[config.mk]
export PLATFORM = sky130hd
export DESIGN_NAME = ram_arbiter
export DESIGN_NICKNAME = d
export VERILOG_FILES = /design/src/rtl/ram_arbiter.sv
export SDC_FILE = /design/constraint.sdc
export NUM_CORES = 1
export LEC_CHECK = 0
export BUFFER_PORTS_ARGS = -buffer_cell sky130_fd_sc_hd__buf_2
export CAP_MARGIN = 10
export CORE_ASPECT_RATIO = 0.5
export CORE_MARGIN = 1.5
export CORE_UTILIZATION = 25
export DETAILED_ROUTE_END_ITERATION = 12
export GPL_ROUTABILITY_DRIVEN = 1
export PLACE_DENSITY_LB_ADDON = 0.15
export SLEW_MARGIN = 0
export SYNTH_ARGS = -nofsm -noshare
export SYNTH_HDL_FRONTEND = slang
export SYNTH_SLANG_ARGS = --single-unit
[constraint.sdc]
create_clock -name clock -period 1.1 [get_ports clock]
set_input_delay 0.165 -clock clock [delete_from_list [all_inputs] [get_ports clock]]
set_output_delay 0.165 -clock clock [all_outputs]
set_load 0.005 [all_outputs]
[src/rtl/ram_arbiter.sv]
// ram_arbiter
// Shares port A of the 128k RAM between the CPU memory path (mmap) and a DMA
// requester. DMA accesses use CPU-idle slots, where hold_in = 0.
//
// Optional feature macro RAMARB_STEAL_EN: after STARVE waiting cycles, a DMA
// request may take a slot in which the CPU could have stepped. The CPU is then
// owed that step (debt), and gets it back in the next non-DMA cycle.
//
// Ports:
//   clock, reset_n           CPU clock; synchronous active-low reset
//   hold_in / hold_out       raw hold from clockdiv / gated hold to z80 + mmap
//   cpu_address/data/we      CPU side of the RAM port (from mmap)
//   dma_req/we/address/data  DMA request, held stable until dma_ack
//   dma_ack                  one-cycle pulse; the DMA access owns the RAM port
//   dma_q / dma_valid        registered read data and its one-cycle strobe
//   ram_address/data/we      to ram128 port A
//   ram_q                    ram128 q_a; valid one clock after the address
module ram_arbiter #(
    parameter int unsigned STARVE = 16
) (
    input  logic        clock,
    input  logic        reset_n,
    input  logic        hold_in,
    output logic        hold_out,
    input  logic [16:0] cpu_address,
    input  logic [7:0]  cpu_data,
    input  logic        cpu_we,
    input  logic        dma_req,
    input  logic        dma_we,
    input  logic [16:0] dma_address,
    input  logic [7:0]  dma_data,
    output logic        dma_ack,
    output logic [7:0]  dma_q,
    output logic        dma_valid,
    output logic [16:0] ram_address,
    output logic [7:0]  ram_data,
    output logic        ram_we,
    input  logic [7:0]  ram_q
);

    typedef enum logic [1:0] {
        StIdle = 2'd0,
        StDma  = 2'd1,
        StRd   = 2'd2
    } state_e;

    state_e      state_q, state_d;
    logic [7:0]  rdata_q, rdata_d;
    logic        valid_q, valid_d;
    logic        grant;
    logic        hold_gated;

`ifdef RAMARB_STEAL_EN
    localparam logic [7:0] StarveMax = 8'(STARVE);

    logic        debt_q, debt_d;
    logic [7:0]  starve_q, starve_d;

    always_comb begin
        grant      = dma_req && !debt_q && (!hold_in || (starve_q == StarveMax));
        hold_gated = hold_in | debt_q;
    end

    always_comb begin
        starve_d = starve_q;
        if (!dma_req) begin
            starve_d = 8'd0;
        end else if (state_q == StIdle) begin
            if (grant) begin
                starve_d = 8'd0;
            end else if (starve_q < StarveMax) begin
                starve_d = starve_q + 8'd1;
            end
        end
        // A swallowed step (S_DMA with hold_in) becomes debt; while paying a
        // debt back, a coincident new hold pulse is carried forward.
        debt_d = ((state_q == StDma) || debt_q) ? hold_in : 1'b0;
    end

    always_ff @(posedge clock) begin
        if (!reset_n) begin
            debt_q   <= 1'b0;
            starve_q <= 8'd0;
        end else begin
            debt_q   <= debt_d;
            starve_q <= starve_d;
        end
    end
`else
    always_comb begin
        grant      = dma_req && !hold_in;
        hold_gated = hold_in;
    end
`endif

    // Next state and read capture
    always_comb begin
        state_d = state_q;
        rdata_d = rdata_q;
        valid_d = 1'b0;
        unique case (state_q)
            StIdle: begin
                if (grant) begin
                    state_d = StDma;
                end
            end
            StDma: begin
                state_d = dma_we ? StIdle : StRd;
            end
            StRd: begin
                // ram_q now carries the word addressed during StDma
                state_d = StIdle;
                rdata_d = ram_q;
                valid_d = 1'b1;
            end
            default: begin
                state_d = StIdle;
            end
        endcase
    end

    always_ff @(posedge clock) begin
        if (!reset_n) begin
            state_q <= StIdle;
            rdata_q <= 8'd0;
            valid_q <= 1'b0;
        end else begin
            state_q <= state_d;
            rdata_q <= rdata_d;
            valid_q <= valid_d;
        end
    end

    // Port mux and gated hold; hold and write strobe are killed during reset
    always_comb begin
        hold_out = reset_n && (state_q != StDma) && hold_gated;
        if (state_q == StDma) begin
            ram_address = dma_address;
            ram_data    = dma_data;
            ram_we      = reset_n && dma_we;
        end else begin
            ram_address = cpu_address;
            ram_data    = cpu_data;
            ram_we      = reset_n && cpu_we && hold_out;
        end
    end

    assign dma_ack   = (state_q == StDma);
    assign dma_q     = rdata_q;
    assign dma_valid = valid_q;

endmodule

==> metrics.md, run 1 <==
| Metric | Value |
|---|---|
| Worst-path cell chain | nand2b_4 -> inv_4 -> buf_12 -> nand2_4 -> a21boi_2 -> buf_2 |
| Multi-input gate area | 524 µm² |
| DRC Markers | 0 |
| Placement Setup Slack | -0.0216 ns |
| Post-synth top area cell | nand2_1 |
| Worst Path Required | 0.94 ns |
| WHS | 0.134 ns |
| Worst-Margin Slew | 0.194 ns |
| Final Skew | 0.00471 ns |
| Share of cells above drive strength 1 | 54.2% |
| Maximum clock path buffer count | 2 |
| Detailed placer's ending HPWL | 1.94 mm |
| P&R area growth vs syn | 82.7% |
| Power Dens Cells | 787 nW/µm² |
| IO Count | 101 |
| Cell count after synthesis | 130 |
| Port Buf Inserts | 100 |
| Gr ovfl total | 0 |
| Max Freq | 747 MHz |
| Sequential Area | 223 µm² |
| Post-CTS repair timing setup buffer count | 0 |
| # diodes | 0 |
| Vias in the first global route | 1,027 |
| Commonest cells post-synth | nand2_1 (92), dfxtp_1 (11), a21boi_2 (8), buf_6 (5) |
| Max_cap viols | 0 |
| Number of synthesized flops with an enable pin | 0 |
| Via/cell ratio | 4.06 |
| RSZ-0062 raised after global routing | true |
| Worst-path maximum fanout | 5 |
| Fill cell count | 316 |
| Placed cell area | 1380 µm² |
| Fin crit period | 1.34 ns |
| First-pass GRT wire length | 4.25 mm |
| Synth top area cells | nand2_1 (43%), dfxtp_1 (27%), a21boi_2 (11%) |
| Die height | 43.1 µm |
| Avg Inst Size Synth | 6.19 µm² |
| Crit-path max cell delay | 0.31 ns |
| Initial Util | 26.5% |
| IR drop worst, VDD | 0.761 mV |
| # hold bufs at CTS | 0 |
| Placed cell count | 272 |
| Vias | 1,121 |
| Aggregate routed wire length | 2.42 mm |
| Violated checks | negative setup slack |
| CTS tree | built |
| Post-synth top flop | dfxtp_1 |
| Antenna violations before repair | 0 |
| WL/cell | 8.75 µm |
| Setup crit end kind | output port |
| Post-Syn Nets | 194 |
| Setup ws final | -0.238 ns |
| Clock transition at path regs | 0.05 ns |
| Finished Core Util | 48.5% |
| Most frequent cell after synthesis | nand2_1 |
| Worst Hold Class | in -> reg |
| Slowest cell on crit path | dfxtp_2 |
| DRT Pass-1 Iters | 4 |
| Sequential element share of the synthesized area | 27.4% |
| Post-layout instance area | 1470 µm² |
| Row Count | 14 |
| Largest net degree at the start of global routing | 15 |
| Core area | 3030 µm² |
| Final setup violation count | 28 |
| Rel. slew slack | 87.1% |
| Fin Setup TNS | -5.60 ns |
| H-tree depth | 1 |
| Yosys warnings | 0 |
| DR iter-0 viols | 22 |
| CP startpoint kind | flip-flop |
| Fin crit share | 122% |
| Crit path kind | reg -> out |
| Synth unique cells | 18 |
| Leakage | 0.873 nW |
| Flop and latch count out of synthesis | 11 |
| Post-Syn Area | 805 µm² |
| Die W | 83.2 µm |
| Synth top area share | 42.9% |
| Final Non-Filler Cells | 276 |
| Arr. time, crit path | 1.17 ns |
| Post-synth ARST share | 0% |
| Slew Viols, Final | 0 |
| Cts bufs inserted | 3 |
| Tot Pwr | 1.16 mW |
| Final nets | 301 |
| Clk Latency, worst-skew pair | 0.24 ns |
| Post-DRT Antenna Nets | 0 |
| Status | finished, violations left |
| Total Routing Usage GR | 14.2% |
| Fin. Hold Viols | 0 |
| TritonCTS Sinks | 11 |
| Die ar. | 3590 µm² |
| Root buffer cell | clkbuf_8 |
| Placer Congestion | 0.680 |
## cells by family after synthesis
| logic type | after synthesis | synth area share, % |
|---|---|---|
| flops | 11 | 27.4 |
| simple gates | 101 | 51.0 |
| buf+inv | 9 | 9.49 |
| compound gates | 9 | 12.1 |
## state kept, by name, summed over array words and instances (netlist names)
signal     count
dma_q          8
dma_valid      1
state_q        2
## power breakdown
group | switching [mW] | leakage, nW | internal (mW) | total, mW
combinational | 0.143 | 0.760 | 0.208 | 0.351
sequential | 0.00331 | 0.0898 | 0.406 | 0.409
clock | 0.143 | 0.0228 | 0.254 | 0.397
## placed cells by master, fill, tap and decap left out
cell type	count
clkbuf_8	3
and4b_1	1
buf_2	99
dfxtp_1	9
a21boi_2	9
buf_6	3
nand2_1	91
nand3_1	1
dfxtp_2	2
clkbuf_1	1
and3_4	1
and2_1	1
nor2_1	1
buf_4	5
buf_8	1
buf_12	2
nand2b_1	1
nor3b_1	1
nand2_4	1
inv_4	1
nor2b_1	1
nand2b_4	1
## critical path: cells and delay by family, from the launching register on
family                 cells  cell delay (ns)
buffers and inverters      3             0.32
AND/OR/NAND/NOR            2             0.21
flip-flops                 1             0.31
AO/OA/AOI/OAI              1             0.10
## final timing paths
check	cells past startpoint	slack, ns	end	start
worst max-delay path	6	-0.24	ram_we	state_q[1]
worst min-delay path	2	0.13	state_q[1]	dma_we
worst max register to register	5	0.09	dma_q[7]	state_q[0]
worst min register to register	2	0.46	dma_q[6]	dma_q[6]
## layout make-up
cell class	count	area share, %
Clock buffer	4	3.06
Inverter	1	0.426
Multi-Input combinational cell	110	35.7
Sequential cell	11	15.1
Tap cell	40	3.40
Timing Repair Buffer	110	42.3
## routing by layer
| layer | vias to the layer above | share of wire [%] | global-route usage (%) |
|---|---|---|---|
| li1 | 609 | - | - |
| met1 | 470 | 43 | 16.5 |
| met2 | 42 | 49 | 26.5 |
| met3 | 0 | 7.8 | 4.47 |
| met4 | 0 | 0 | 2.33 |
| met5 | - | 0 | 0 |
## repair_timing
item,in CTS,in global routing
cloned,0,0
pin swaps,1,0
setup endpoints to repair,28,34
gates resized for setup,4,8
No activity file was read; power rests on OpenSTA's default activity.
==> inputs of run 2 (changes only) <==
- ABC_AREA: not set -> 0
- CTS_BUF_LIST: not set -> sky130_fd_sc_hd__clkbuf_16
==> run 2 against run 1 <==
The flow still finishes with violations (negative setup slack). First-iteration DRC count is 18% lower. Sequential share of layout area is 0.34 points lower. Wire length is 0.46% higher. Register-to-register slack hardly changed. Hold slack hardly changed. Clock power is 62% higher. Cell area is 2.3% higher.
==> metrics.md, run 2 (synthesis gave the netlist of run 1 again) <==
| Metric | Value |
|---|---|
| Max Freq | 746 MHz (was 747 MHz) |
| Antenna violations before repair | 0 (unchanged) |
| Final Non-Filler Cells | 276 (unchanged) |
| Share of cells above drive strength 1 | 54.2% (unchanged) |
| Fin crit period | 1.34 ns (about the same) |
| Placement Setup Slack | -0.0216 ns (unchanged) |
| CTS tree | built (unchanged) |
| Port Buf Inserts | 100 (unchanged) |
| Status | finished, violations left (unchanged) |
| Aggregate routed wire length | 2.43 mm (was 2.42 mm) |
| RSZ-0062 raised after global routing | true (unchanged) |
| Row Count | 14 (unchanged) |
| DRT Pass-1 Iters | 4 (unchanged) |
| DRC Markers | 0 (unchanged) |
| Clk Latency, worst-skew pair | 0.24 ns (about the same) |
| Reg2Reg Setup Slack | 0.09 ns (about the same) |
| Largest net degree at the start of global routing | 15 (unchanged) |
| Via/cell ratio | 4.07 (was 4.06) |
| H-tree depth | 1 (unchanged) |
| Maximum clock path buffer count | 2 (unchanged) |
| Crit-path max cell delay | 0.31 ns (about the same) |
| Arr. time, crit path | 1.17 ns (about the same) |
| Initial Util | 26.5% (unchanged) |
| Fin. Hold Viols | 0 (unchanged) |
| # diodes | 0 (unchanged) |
| Detailed placer's ending HPWL | 1.94 mm (unchanged) |
| Rel. slew slack | 86.9% (was 87.1%) |
| Crit path kind | reg -> out (unchanged) |
| First-pass GRT wire length | 4.25 mm (unchanged) |
| Critical R2R Launch | state_q[0] (unchanged) |
| WL/cell | 8.79 µm (was 8.75 µm) |
| Worst Hold Class | in -> reg (unchanged) |
| Violated checks | negative setup slack (unchanged) |
| Leading cell type in the layout, fill and taps excluded | buf_2 (unchanged) |
| Finished Core Util | 49.6% (was 48.5%) |
| DR iter-0 viols | 18 (was 22) |
| IR drop worst, VDD | 1.04 mV (was 0.761 mV) |
| Leakage | 0.892 nW (was 0.873 nW) |
| Post-DRT Antenna Nets | 0 (unchanged) |
| Gr ovfl total | 0 (unchanged) |
| Hold_sp | dma_we (unchanged) |
| Final Skew | 0.00236 ns (was 0.00471 ns) |
| Vias in the first global route | 1,012 (was 1,027) |
| Die height | 43.1 µm (unchanged) |
| Final setup violation count | 28 (unchanged) |
| Post-layout instance area | 1500 µm² (was 1470 µm²) |
| WHS Path Cells | 2 (unchanged) |
| TritonCTS Sinks | 11 (unchanged) |
| Die ar. | 3590 µm² (unchanged) |
| Cts bufs inserted | 3 (unchanged) |
| Hold Path Sink | state_q[1] (unchanged) |
| Max_cap viols | 0 (unchanged) |
| Total Routing Usage GR | 14.2% (unchanged) |
| Max reg flops | 8 (unchanged) |
| Worst Path Required | 0.94 ns (about the same) |
| Setup ws final | -0.240 ns (was -0.238 ns) |
| Final nets | 301 (unchanged) |
| Fin crit share | 122% (about the same) |
| Power Dens Cells | 933 nW/µm² (was 787 nW/µm²) |
| P&R area growth vs syn | 86.9% (was 82.7%) |
| Placed cell area | 1380 µm² (unchanged) |
| Placed cell count | 272 (unchanged) |
| Clock transition at path regs | 0.04 ns (was 0.05 ns) |
| Fin Setup TNS | -5.65 ns (was -5.60 ns) |
| Setup crit end kind | output port (unchanged) |
| Reg2Reg Depth | 5 (unchanged) |
| CP startpoint kind | flip-flop (unchanged) |
| Slowest cell on crit path | dfxtp_2 (unchanged) |
| Placer Congestion | 0.680 (unchanged) |
| Root buffer cell | clkbuf_16 (was clkbuf_8) |
| Commonest non-fill, non-tap cells in the layout | buf_2 (99), nand2_1 (91), a21boi_2 (9), dfxtp_1 (9), buf_4 (5) (unchanged) |
| Core area | 3030 µm² (unchanged) |
| Post-CTS repair timing setup buffer count | 0 (unchanged) |
| Worst-Margin Slew | 0.196 ns (was 0.194 ns) |
| Vias | 1,123 (was 1,121) |
| Worst-path maximum fanout | 5 (unchanged) |
| Slew Viols, Final | 0 (unchanged) |
| Worst R2R End | dma_q[7] (unchanged) |
| Die W | 83.2 µm (unchanged) |
| IO Count | 101 (unchanged) |
| Worst-path cell chain | nand2b_4 -> inv_4 -> buf_12 -> nand2_4 -> a21boi_2 -> buf_2 (unchanged) |
run 2: metrics by stage:
step / hold slack (ns) / power [mW]
finish: 0.134 / 1.40
global route: 0.136 / 1.51
CTS: 0.112 / 1.41
detailed placement: 0.357 / 0.755
global placement: 0.349 / 0.753
floorplan: 0.241 / 0.554
run 2: worst max-delay path, delay by kind of cell, from the launching register on:
family / cells / cell delay [ns]
buf+inv: 3 / 0.32
compound gates: 1 / 0.10
flops: 1 / 0.31
simple gates: 2 / 0.21
run 2: power breakdown:
group,total [mW],internal (mW),switching [mW]
sequential,0.410,0.407,0.00351
clock,0.642,0.476,0.166
combinational,0.350,0.208,0.143
run 2: worst max-delay path by stage:
| stage | end | startpoint | cells after the start |
|---|---|---|---|
| 2_1_floorplan | ram_we | state_q[1] | 4 |
| 3_3_place_gp | ram_address[2] | state_q[1] | 6 |
| 3_5_place_dp | ram_address[1] | state_q[1] | 6 |
| 4_1_cts | ram_we | state_q[1] | 6 |
| 5_1_grt | ram_address[11] | state_q[1] | 6 |
| 6_report | ram_we | state_q[1] | 6 |
run 2: metal layers:
metal | up-vias | share of wire (%) | GRT usage [%]
met5 | - | 0 | 0
met4 | 0 | 0.45 | 2.33
met3 | 3 | 7.8 | 4.47
met2 | 41 | 48 | 26.3
met1 | 471 | 44 | 16.6
li1 | 608 | - | -
run 2: layout make-up:
cell class,instances,area [µm²]
Timing Repair Buffer,110,622
Clock buffer,3,75.1
Fill cell,311,1530
Sequential cell,11,223
Multi-Input combinational cell,110,524
Clock inverter,1,3.75
Tap cell,40,50.0
Inverter,1,6.26
run 2: repair_timing:
| action | in CTS | in global routing |
|---|---|---|
| setup endpoints to repair | 28 | 31 |
| pin swaps | 1 | 0 |
| gates resized for setup | 4 | 8 |
| hold buffers | 0 | 0 |
| endpoints found under the hold margin | 0 | 0 |
